**src/rtl/alu8_seq_ctrl.sv**
```systemverilog
// Sequencer that feeds the team's 8-bit ALU from a small register file and writes results back.
// Optional z_flag/n_flag outputs are enabled by defining ALU_SEQ_FLAGS_EN.
module alu8_seq_ctrl #(
  parameter int NREG = 4,
  parameter int CNTW = 4,
  localparam int RW = $clog2(NREG)
) (
  input  logic            clk,
  input  logic            rst,
  input  logic            req_valid,
  output logic            req_ready,
  input  logic            req_ld,
  input  logic [2:0]      req_op,
  input  logic [RW-1:0]   req_dst,
  input  logic [RW-1:0]   req_srca,
  input  logic [RW-1:0]   req_srcb,
  input  logic [7:0]      req_imm,
  input  logic [CNTW-1:0] req_cnt,
  output logic [7:0]      alu_a,
  output logic [7:0]      alu_b,
  output logic [2:0]      alu_s,
  input  logic [7:0]      alu_r,
  input  logic            alu_co,
  output logic            done,
  output logic [7:0]      res,
  output logic            co_flag
`ifdef ALU_SEQ_FLAGS_EN
  ,
  output logic            z_flag,
  output logic            n_flag
`endif
);

  typedef enum logic [1:0] {IDLE, READ, EXEC, WB} state_t;

  state_t          state;
  logic [7:0]      regs [NREG];
  logic            cap_ld;
  logic [2:0]      cap_op;
  logic [RW-1:0]   cap_dst;
  logic [RW-1:0]   cap_srca;
  logic [RW-1:0]   cap_srcb;
  logic [7:0]      cap_imm;
  logic [CNTW-1:0] cnt;
  logic [7:0]      result;
  logic            result_co;
  logic [7:0]      wb_data;

  assign req_ready = (state == IDLE);
  assign wb_data   = cap_ld ? cap_imm : result;

  // A chain step re-enters READ after WB, so the next read sees the value just written.
  always_ff @(posedge clk or posedge rst) begin
    if (rst) begin
      state     <= IDLE;
      for (int i = 0; i < NREG; i++) regs[i] <= '0;
      cap_ld    <= 1'b0;
      cap_op    <= '0;
      cap_dst   <= '0;
      cap_srca  <= '0;
      cap_srcb  <= '0;
      cap_imm   <= '0;
      cnt       <= '0;
      result    <= '0;
      result_co <= 1'b0;
      alu_a     <= '0;
      alu_b     <= '0;
      alu_s     <= '0;
      done      <= 1'b0;
      res       <= '0;
      co_flag   <= 1'b0;
`ifdef ALU_SEQ_FLAGS_EN
      z_flag    <= 1'b0;
      n_flag    <= 1'b0;
`endif
    end else begin
      done <= 1'b0;
      case (state)
        IDLE: begin
          if (req_valid) begin
            cap_ld   <= req_ld;
            cap_op   <= req_op;
            cap_dst  <= req_dst;
            cap_srca <= req_srca;
            cap_srcb <= req_srcb;
            cap_imm  <= req_imm;
            cnt      <= req_ld ? '0 : req_cnt;
            state    <= req_ld ? WB : READ;
          end
        end
        READ: begin
          alu_a <= regs[cap_srca];
          alu_b <= regs[cap_srcb];
          alu_s <= cap_op;
          state <= EXEC;
        end
        EXEC: begin
          result    <= alu_r;
          result_co <= alu_co;
          state     <= WB;
        end
        WB: begin
          regs[cap_dst] <= wb_data;
          res           <= wb_data;
          co_flag       <= cap_ld ? 1'b0 : result_co;
`ifdef ALU_SEQ_FLAGS_EN
          z_flag        <= (wb_data == 8'h00);
          n_flag        <= wb_data[7];
`endif
          if (cnt != '0) begin
            cnt      <= cnt - 1'b1;
            cap_srca <= cap_dst;
            state    <= READ;
          end else begin
            done  <= 1'b1;
            state <= IDLE;
          end
        end
        default: state <= IDLE;
      endcase
    end
  end

endmodule

```
**config.mk**
```make
export PLATFORM = sky130hd
export DESIGN_NAME = alu8_seq_ctrl
export DESIGN_NICKNAME = d
export VERILOG_FILES = /design/src/rtl/alu8_seq_ctrl.sv
export SDC_FILE = /design/constraint.sdc
export NUM_CORES = 1
export LEC_CHECK = 0
export CORE_UTILIZATION = 48
export CTS_CLUSTER_DIAMETER = 50
export CTS_CLUSTER_SIZE = 20
export DETAILED_ROUTE_END_ITERATION = 16
export PLACE_DENSITY = 0.75
export SLEW_MARGIN = 15
export SYNTH_ARGS = -nofsm -noshare
export SYNTH_HDL_FRONTEND = slang
export SYNTH_SLANG_ARGS = --single-unit
export TNS_END_PERCENT = 50
```
**constraint.sdc**
```tcl
create_clock -name clk -period 3.15 [get_ports clk]
set_input_delay 0.63 -clock clk [delete_from_list [all_inputs] [get_ports clk]]
set_output_delay 0.63 -clock clk [all_outputs]
set_load 0.005 [all_outputs]
```
== Word level (Yosys, flattened, before mapping) ==
Cells that the tools add are included.
W data, S select, Z words.
Storage, ports and cells
  input bits: 34
  output and inout bits: 30
  logic and storage cells: 63
  bits in registers: 94
Operators by class
  add/sub/neg operators: 1
  bitwise logic cells: 3
  reductions and logical operators: 6
  muxes and demuxes: 24
  magnitude comparators: 4
  equal/unequal tests: 5
Operators by type and width (count)
  $mux W8: 6
  $bmux W8 S2: 2
  $bwmux W32: 1
  $demux W8 S2: 1
  $mux W4: 3
  $ge A3 B3 Y1 const B: 3
  $not A2 Y3: 3
  $mux W2: 4
  $pmux W2 S4: 1
  $pmux W4 S2: 1
  $eq A2 B2 Y1 const B: 2
  $mux W1: 4
  $ne A2 B2 Y1 const B: 2
  $pmux W2 S2: 1
  $reduce_bool A4 Y1: 1
  $sub A4 B1 Y4 const B: 1
  $lt A3 B1 Y1 const B: 1
  $reduce_and A3 Y1: 1
  $eq A2 B1 Y1 const B: 1
  $logic_not A2 Y1: 1
  $reduce_and A2 Y1: 1
  $reduce_bool A2 Y1: 1
  $logic_and A1 B1 Y1: 1

== Longest topological paths before layout ==
Gate-level depths: netlist of the first run.
  depth after elaboration: 6
  depth in mapped cells: 7
  depth with buffers taken out: 5

== Least setup slack after synthesis of the first run ==
OpenSTA, ideal clock, no wires.
  path type: reg2reg
  start: register state[0]
  end: register cnt[1]
  cell stages (with the launch flop): 8
  arrival time: 1.672 ns
  setup time: 0.125 ns
  buffers on the path: 2
  setup slack: 1.353 ns
  path through: dfrtp_1 > inv_1 > ha_1 > buf_6 > mux2i_2 > or2_1 > buf_6 > mux2_4
On the way
  word-level cells in the longest chain between the ends: 3
  elaborated cells on any way between the ends: 7
  those cells by class: 3 x eq/ne; 1 x mux; 3 x reduce/logical
RTL lines
  start, declared: RTL line 36  | state_t state;
  start signal, assigned: RTL line 88  | state <= req_ld ? WB : READ;
  $logic_not A2 Y1 (*)
  via req_ready: RTL line 11  | output logic req_ready,
  $ne A2 B2 Y1 (no source line) / $reduce_bool A2 Y1 (equally long branches)
  $reduce_and A3 Y1 (no source line)
  end signal, assigned: RTL line 87  | cnt <= req_ld ? '0 : req_cnt;
  end signal, assigned: RTL line 111  | cnt <= cnt - 1'b1;
  end, declared: RTL line 44  | logic [CNTW-1:0] cnt;
Mark *: on every way through the listed nets, which the timed path passes. The rest lies on a longest branch.
A chain may end at the register's enable or synchronous reset.

== Final worst setup path of the first run ==
  start: register state[0]
  end: output port req_ready
On the way
  word-level cells in the longest chain between the ends: 1
RTL lines
  $logic_not A2 Y1: RTL line 49  | assign req_ready = (state == IDLE);
  end, declared: RTL line 11
Every way passes these cells.

==> results of run 1 <==
-- cells in the mapped netlist, types with 2 or more instances --
| master | number |
|---|---|
| mux2i_1 | 11 |
| inv_1 | 7 |
| a21oi_1 | 18 |
| mux4_2 | 16 |
| nand2_1 | 27 |
| ha_1 | 5 |
| nor3_1 | 2 |
| o21ai_0 | 29 |
| nor2_1 | 19 |
| buf_2 | 10 |
| nand2b_1 | 2 |
| buf_6 | 2 |
| o211ai_1 | 2 |
| nand3b_1 | 3 |
| dfrtp_1 | 94 |
| mux2_2 | 44 |
| clkbuf_1 | 6 |
-- power by group through the flow --
stage / sequential [mW] / clock (mW) / combinational [mW]
after floorplan: 2.09 / 0 / 1.63
after global placement: 2.28 / 0 / 2.09
after detailed placement: 2.32 / 0 / 2.18
after CTS: 2.30 / 0.815 / 2.18
after global routing: 2.39 / 0.861 / 2.38
final: 2.29 / 0.792 / 2.15
-- cells by family (layout without fill, tap and decap cells) --
kind of cell             Yosys count  after routing  synth area share [%]
flip-flops                        94             94                  57.0
multiplexers                      73             73                  24.1
AND/OR/NAND/NOR                   62             62                  7.16
AO/OA/AOI/OAI                     55             55                  7.25
buffers and inverters             25             89                  2.94
adder cells (fa/ha/maj)            5              5                  1.52
-- final cells by class --
cell class | instances | area [um2]
well taps | 105 | 131
clock buffers | 10 | 128
multi-input cells | 195 | 1650
inverters | 7 | 27.5
clock inverters | 6 | 68.8
flip-flops and latches | 94 | 2350
fillers | 672 | 3230
repair buffers | 66 | 666
-- registers in the layout (all words and copies together), names as in the netlist, 3 cells and up --
signal / flops
cnt: 4
alu_b: 8
alu_a: 8
cap_imm: 8
alu_s: 3
regs: 32
cap_op: 3
result: 8
res: 8
-- metal layers --
layer  GRT usage (%)  wire, um  vias to the layer above
li1                -         -                     1242
met1            27.1      3500                     1289
met2            32.6      3920                       56
met3            2.98       302                       11
met4            8.46       141                        0
met5               0         0                        -
-- worst paths after layout --
kind,end,start,slack (ps)
worst max-delay path,req_ready,state[0],760
worst min-delay path,co_flag,result_co,500
worst max register to register,cnt[0],state[1],1010
worst min register to register,co_flag,result_co,500
max in group asynchronous,result[4],rst,1780
min in group asynchronous,alu_b[2],rst,670
-- worst max-delay path, delay by kind of cell, from the launching register on --
kind,cells,cell delay [ps]
fa+ha+maj,1,330
flops,1,410
buf+inv,2,680
==> results.tsv, run 1 <==
stage	metric	value	unit
pwr	Pwr Total	5.23	mW
die	initial core utilization	50.0	%
sta	final setup violation count	0	
flow_run	max_cap viols	0	
sta	min Tclk post-route	2390	ps
clock_network	Clock Tree Buf Depth	2	
placed_design	port bufs	63	
layout	most frequent cells in the layout	dfrtp_1, clkdlybuf4s50_1, mux2_2	
pwr	Pint	3.45	mW
sta	Hold Vio Cnt, Final	0	
hold_path	hold path depth	1	
synthesis	Syn Inst Count	314	
clock_network	post-CTS sizing	0	
synthesis	ys flop type	dfrtp_1	
sta	Final Max Tran Viols	0	
global_route	grt ovf	0	
global_route	antenna violations before repair	0	
sta	Slew headroom	34.3	%
sta	worst setup margin	756	ps
sta	f_max	0.418	GHz
detailed_routing	initial DRC count	206	
layout	# nets final	412	
die	Rows	33	
detailed_routing	TritonRoute pass-1 iters	4	
synthesis	top cells by area, synth	dfrtp_1, mux2_2, mux4_2	
hold_path	type of the worst min-delay path	flop to flop	
synthesis	Distinct cells, synth	34	
pwr	Logic pwr share	41.1	%
worst_setup_path	Slowest cell on crit path	clkdlybuf4s50_1	
synthesis	number of synthesized flops with an enable pin	0	
sta	Hold Slack	500	ps
layout	P&R area growth vs syn	21.8	%
detailed_routing	DRC viols	0	
worst_setup_path	worst path required time	2520	ps
global_route	vias in the first global route	2665	
sta	Fin Setup TNS	0	ps
clock_network	CTS Hold Buffers Added	0	
layout	commonest non-fill, non-tap cell in the layout	dfrtp_1	
worst_setup_path	critical path arrival	1760	ps
worst_setup_path	CP Cell Sequence	inv_1, ha_1, clkdlybuf4s50_1	
placed_design	post-DP HPWL	5.49	mm
pwr	Clk pwr share	15.1	%
synthesis	synth warn	0	
placed_design	dpl cells	467	
global_route	largest net degree at the start of global routing	59	
clock_network	H-tree levels	3	
worst_setup_path	kind of end point of the critical path	primary output	
synthesis	Syn Nets	353	
die	I/O pins	64	
detailed_routing	Routed WL per cell	16.3	um
layout	Inserted Diodes	0	
worst_setup_path	critical path's largest stage delay	560	ps
clock_network	setup bufs post-CTS	0	
pwr	Sw Pwr	1.78	mW
synthesis	Post-Syn Area per Cell	13.1	um2
clock_network	clock transition at the registers of the reported paths	90	ps
clock_network	CTS tree	built	
die	die area	0.00897	mm2
layout	share of layout cells above drive strength 1	22.2	%
worst_setup_path	crit-path max FO	8	
sta	crit share post-route	76.0	%
detailed_routing	total routed wirelength	7.86	mm
pwr	worst vdd rail ir drop	0.521	mV
sta	RSZ-0062 raised after global routing	no	
pwr	Sw Ratio	34.0	%
global_route	GRT Overall Usage	20.1	%
placed_design	DP Worst Slack	891	ps
pwr	Leakage	2.13	nW
placed_design	gpl congestion	0.844	
synthesis	post-synthesis instance area	0.00413	mm2
detailed_routing	Final ANT Viol Nets	0	
die	Core Region	0.00826	mm2
sta	skew final	11.8	ps
synthesis	leading area contributor after synthesis	dfrtp_1	
layout	design area	0.00502	mm2
synthesis	Async SR Flop Fraction	100	%
pwr	PD cells	1040	mW/mm2
worst_setup_path	R2R cell count	4	
status	status	finished, final reports clean	
detailed_routing	via count	2598	
clock_network	clock root cell	clkbuf_8	
layout	Layout Cells excl Fill	483	
clock_network	# clock sinks	94	
clock_network	clk_lat worst skew	360	ps
synthesis	area share of the largest cell type after synthesis	57.0	%
worst_setup_path	crit start category	flop	
clock_network	Num CTS Buffers	9	
worst_setup_path	critical path class	flop to primary output	
sta	worst-margin pin slew	986	ps
layout	Finished Core Util	60.8	%
die	Die Height	94.7	um
synthesis	#FFs+latches synth	94	
pwr	sequential share of power	43.8	%
detailed_routing	Via-to-Cell Ratio	5.38	
synthesis	register area share after synthesis	57.0	%
placed_design	total placed instance area	0.00483	mm2
die	die span in x	94.7	um
global_route	first-pass GRT wire length	13.4	mm
No activity file was read; power rests on OpenSTA's default activity.
==> run 2, diff against run 1 <==
CORE_UTILIZATION = 50   (was 48)
clock period = 2.45 ns   (was 3.15 ns; I/O delays follow)
==> run 2 against run 1 <==
Final cell count increased by 0.41%. Largest cell class unchanged. Register-to-register slack got worse by 390 ps. Final area increased by 1.6%. Core utilization increased by 4.2 points. Sequential cell count unchanged. Sequential power increased by 29%. Sequential share of layout area decreased by 0.75 points. Wire length increased by 0.89%. Critical path depth unchanged. Count of clock-buffer cells in the layout unchanged.
==> results.tsv, run 2 (synthesis gave the netlist of run 1 again) <==
stage	metric	value	unit
pwr	PD cells	1350	mW/mm2
placed_design	port bufs	63	
detailed_routing	via count	2633	
layout	most frequent cells in the layout	dfrtp_1, clkdlybuf4s50_1, mux2_2	
flow_run	max_cap viols	0	
worst_setup_path	critical path class	flop to primary output	
global_route	antenna violations before repair	0	
sta	worst-margin pin slew	609	ps
clock_network	clock transition at the registers of the reported paths	90	ps
clock_network	Num CTS Buffers	9	
clock_network	clk_lat worst skew	360	ps
hold_path	type of the worst min-delay path	flop to flop	
sta	Fin Setup TNS	0	ps
global_route	vias in the first global route	2641	
pwr	worst vdd rail ir drop	0.780	mV
die	die area	0.00862	mm2
sta	worst setup margin	185	ps
layout	max reg flops	32	
worst_setup_path	worst path required time	1960	ps
clock_network	clock root cell	clkbuf_8	
worst_setup_path	crit start category	flop	
worst_setup_path	Slowest cell on crit path	clkdlybuf4s50_1	
sta	Hold Vio Cnt, Final	0	
layout	P&R area growth vs syn	23.8	%
clock_network	post-CTS sizing	0	
clock_network	CTS tree	built	
sta	final setup violation count	0	
clock_network	# clock sinks	94	
worst_setup_path	crit-path max FO	8	
detailed_routing	DRC viols	0	
die	Rows	32	
clock_network	H-tree levels	3	
detailed_routing	TritonRoute pass-1 iters	4	
worst_setup_path	critical path arrival	1780	ps
sta	skew final	15.3	ps
global_route	first-pass GRT wire length	13.3	mm
worst_setup_path	CP Cell Sequence	inv_1, ha_1, clkdlybuf4s50_1	
clock_network	setup bufs post-CTS	0	
die	I/O pins	64	
detailed_routing	Via-to-Cell Ratio	5.43	
global_route	grt ovf	0	
status	status	finished, final reports clean	
die	Core Region	0.00785	mm2
worst_setup_path	critical path's largest stage delay	560	ps
detailed_routing	Routed WL per cell	16.3	um
layout	commonest non-fill, non-tap cell in the layout	dfrtp_1	
sta	RSZ-0062 raised after global routing	no	
global_route	GR Util met3	4.19	%
die	Die Height	92.8	um
global_route	met2 Track Usage GR	31.0	%
layout	share of layout cells above drive strength 1	23.5	%
sta	f_max	0.441	GHz
detailed_routing	initial DRC count	147	
global_route	gr busiest metal	met2	
sta	min Tclk post-route	2270	ps
placed_design	DP Worst Slack	561	ps
global_route	largest net degree at the start of global routing	59	
sta	crit share post-route	92.5	%
placed_design	post-DP HPWL	5.46	mm
pwr	Leakage	2.18	nW
clock_network	CTS Hold Buffers Added	0	
layout	Inserted Diodes	0	
worst_setup_path	kind of end point of the critical path	primary output	
placed_design	gpl congestion	0.809	
global_route	GRT Overall Usage	20.5	%
die	die span in x	92.8	um
layout	Largest Register	regs	
detailed_routing	total routed wirelength	7.93	mm
die	initial core utilization	52.6	%
sta	Final Max Tran Viols	0	
global_route	met1 usage	29.5	%
sta	Slew headroom	59.3	%
clock_network	Clock Tree Buf Depth	2	
detailed_routing	Final ANT Viol Nets	0	
layout	# nets final	417	
==> run 2: cell count changes in the layout (fill, tap and decap cells not counted), sizes merged <==
cell,change
clkinv,-1
bufinv,+1
buf,+5
==> run 2: stage by stage <==
stage	cells	power, mW	cell area, um2	hold slack (ps)	utilization, %
floorplan	314	4.78	4130	461	-
global placement	469	5.67	4880	478	62.1
detailed placement	469	5.80	4880	489	62.1
CTS	485	6.96	5110	509	65.1
global route	485	7.38	5110	522	65.1
finish	485	6.91	5110	507	65.1
==> run 2: worst paths after layout <==
kind	slack, ps	startpoint	endpoint	cells past startpoint
max reg2reg	620	state[1]	regs[14]	5
max	180	state[0]	req_ready	3
min reg2reg	510	regs[19]	regs[19]	2
min in group asynchronous	560	rst	alu_a[2]	3
max in group asynchronous	1590	rst	regs[3]	3
min	510	regs[19]	regs[19]	2
==> run 2: layout make-up <==
type | instances | area (um2)
timing repair buffer | 71 | 716
fill | 615 | 2740
tap | 102 | 128
clock buffer | 10 | 138
inverter | 7 | 30.0
clock inverter | 6 | 91.3
sequential | 94 | 2350
multi-input combinational | 195 | 1650
==> run 2: critical path, delay by kind of cell (launching register included) <==
| family | cells | cell delay [ps] |
|---|---|---|
| buffers and inverters | 2 | 680 |
| flip-flops | 1 | 410 |
| adder cells (fa/ha/maj) | 1 | 340 |
==> run 2: where the power goes <==
part / internal (mW) / leakage [nW] / total [mW] / switching [mW]
sequential: 2.30 / 1.16 / 2.95 / 0.641
combinational: 1.69 / 0.905 / 2.81 / 1.12
clock: 0.610 / 0.117 / 1.15 / 0.542
==> run 2: layer usage <==
metal  routed length, um  part of all wire, %  vias up
met2                3770                   48       60
met5                   0                    0        -
met4                  55                 0.69        0
met3                 263                  3.3        7
li1                    -                    -     1252
met1                3840                   48     1314
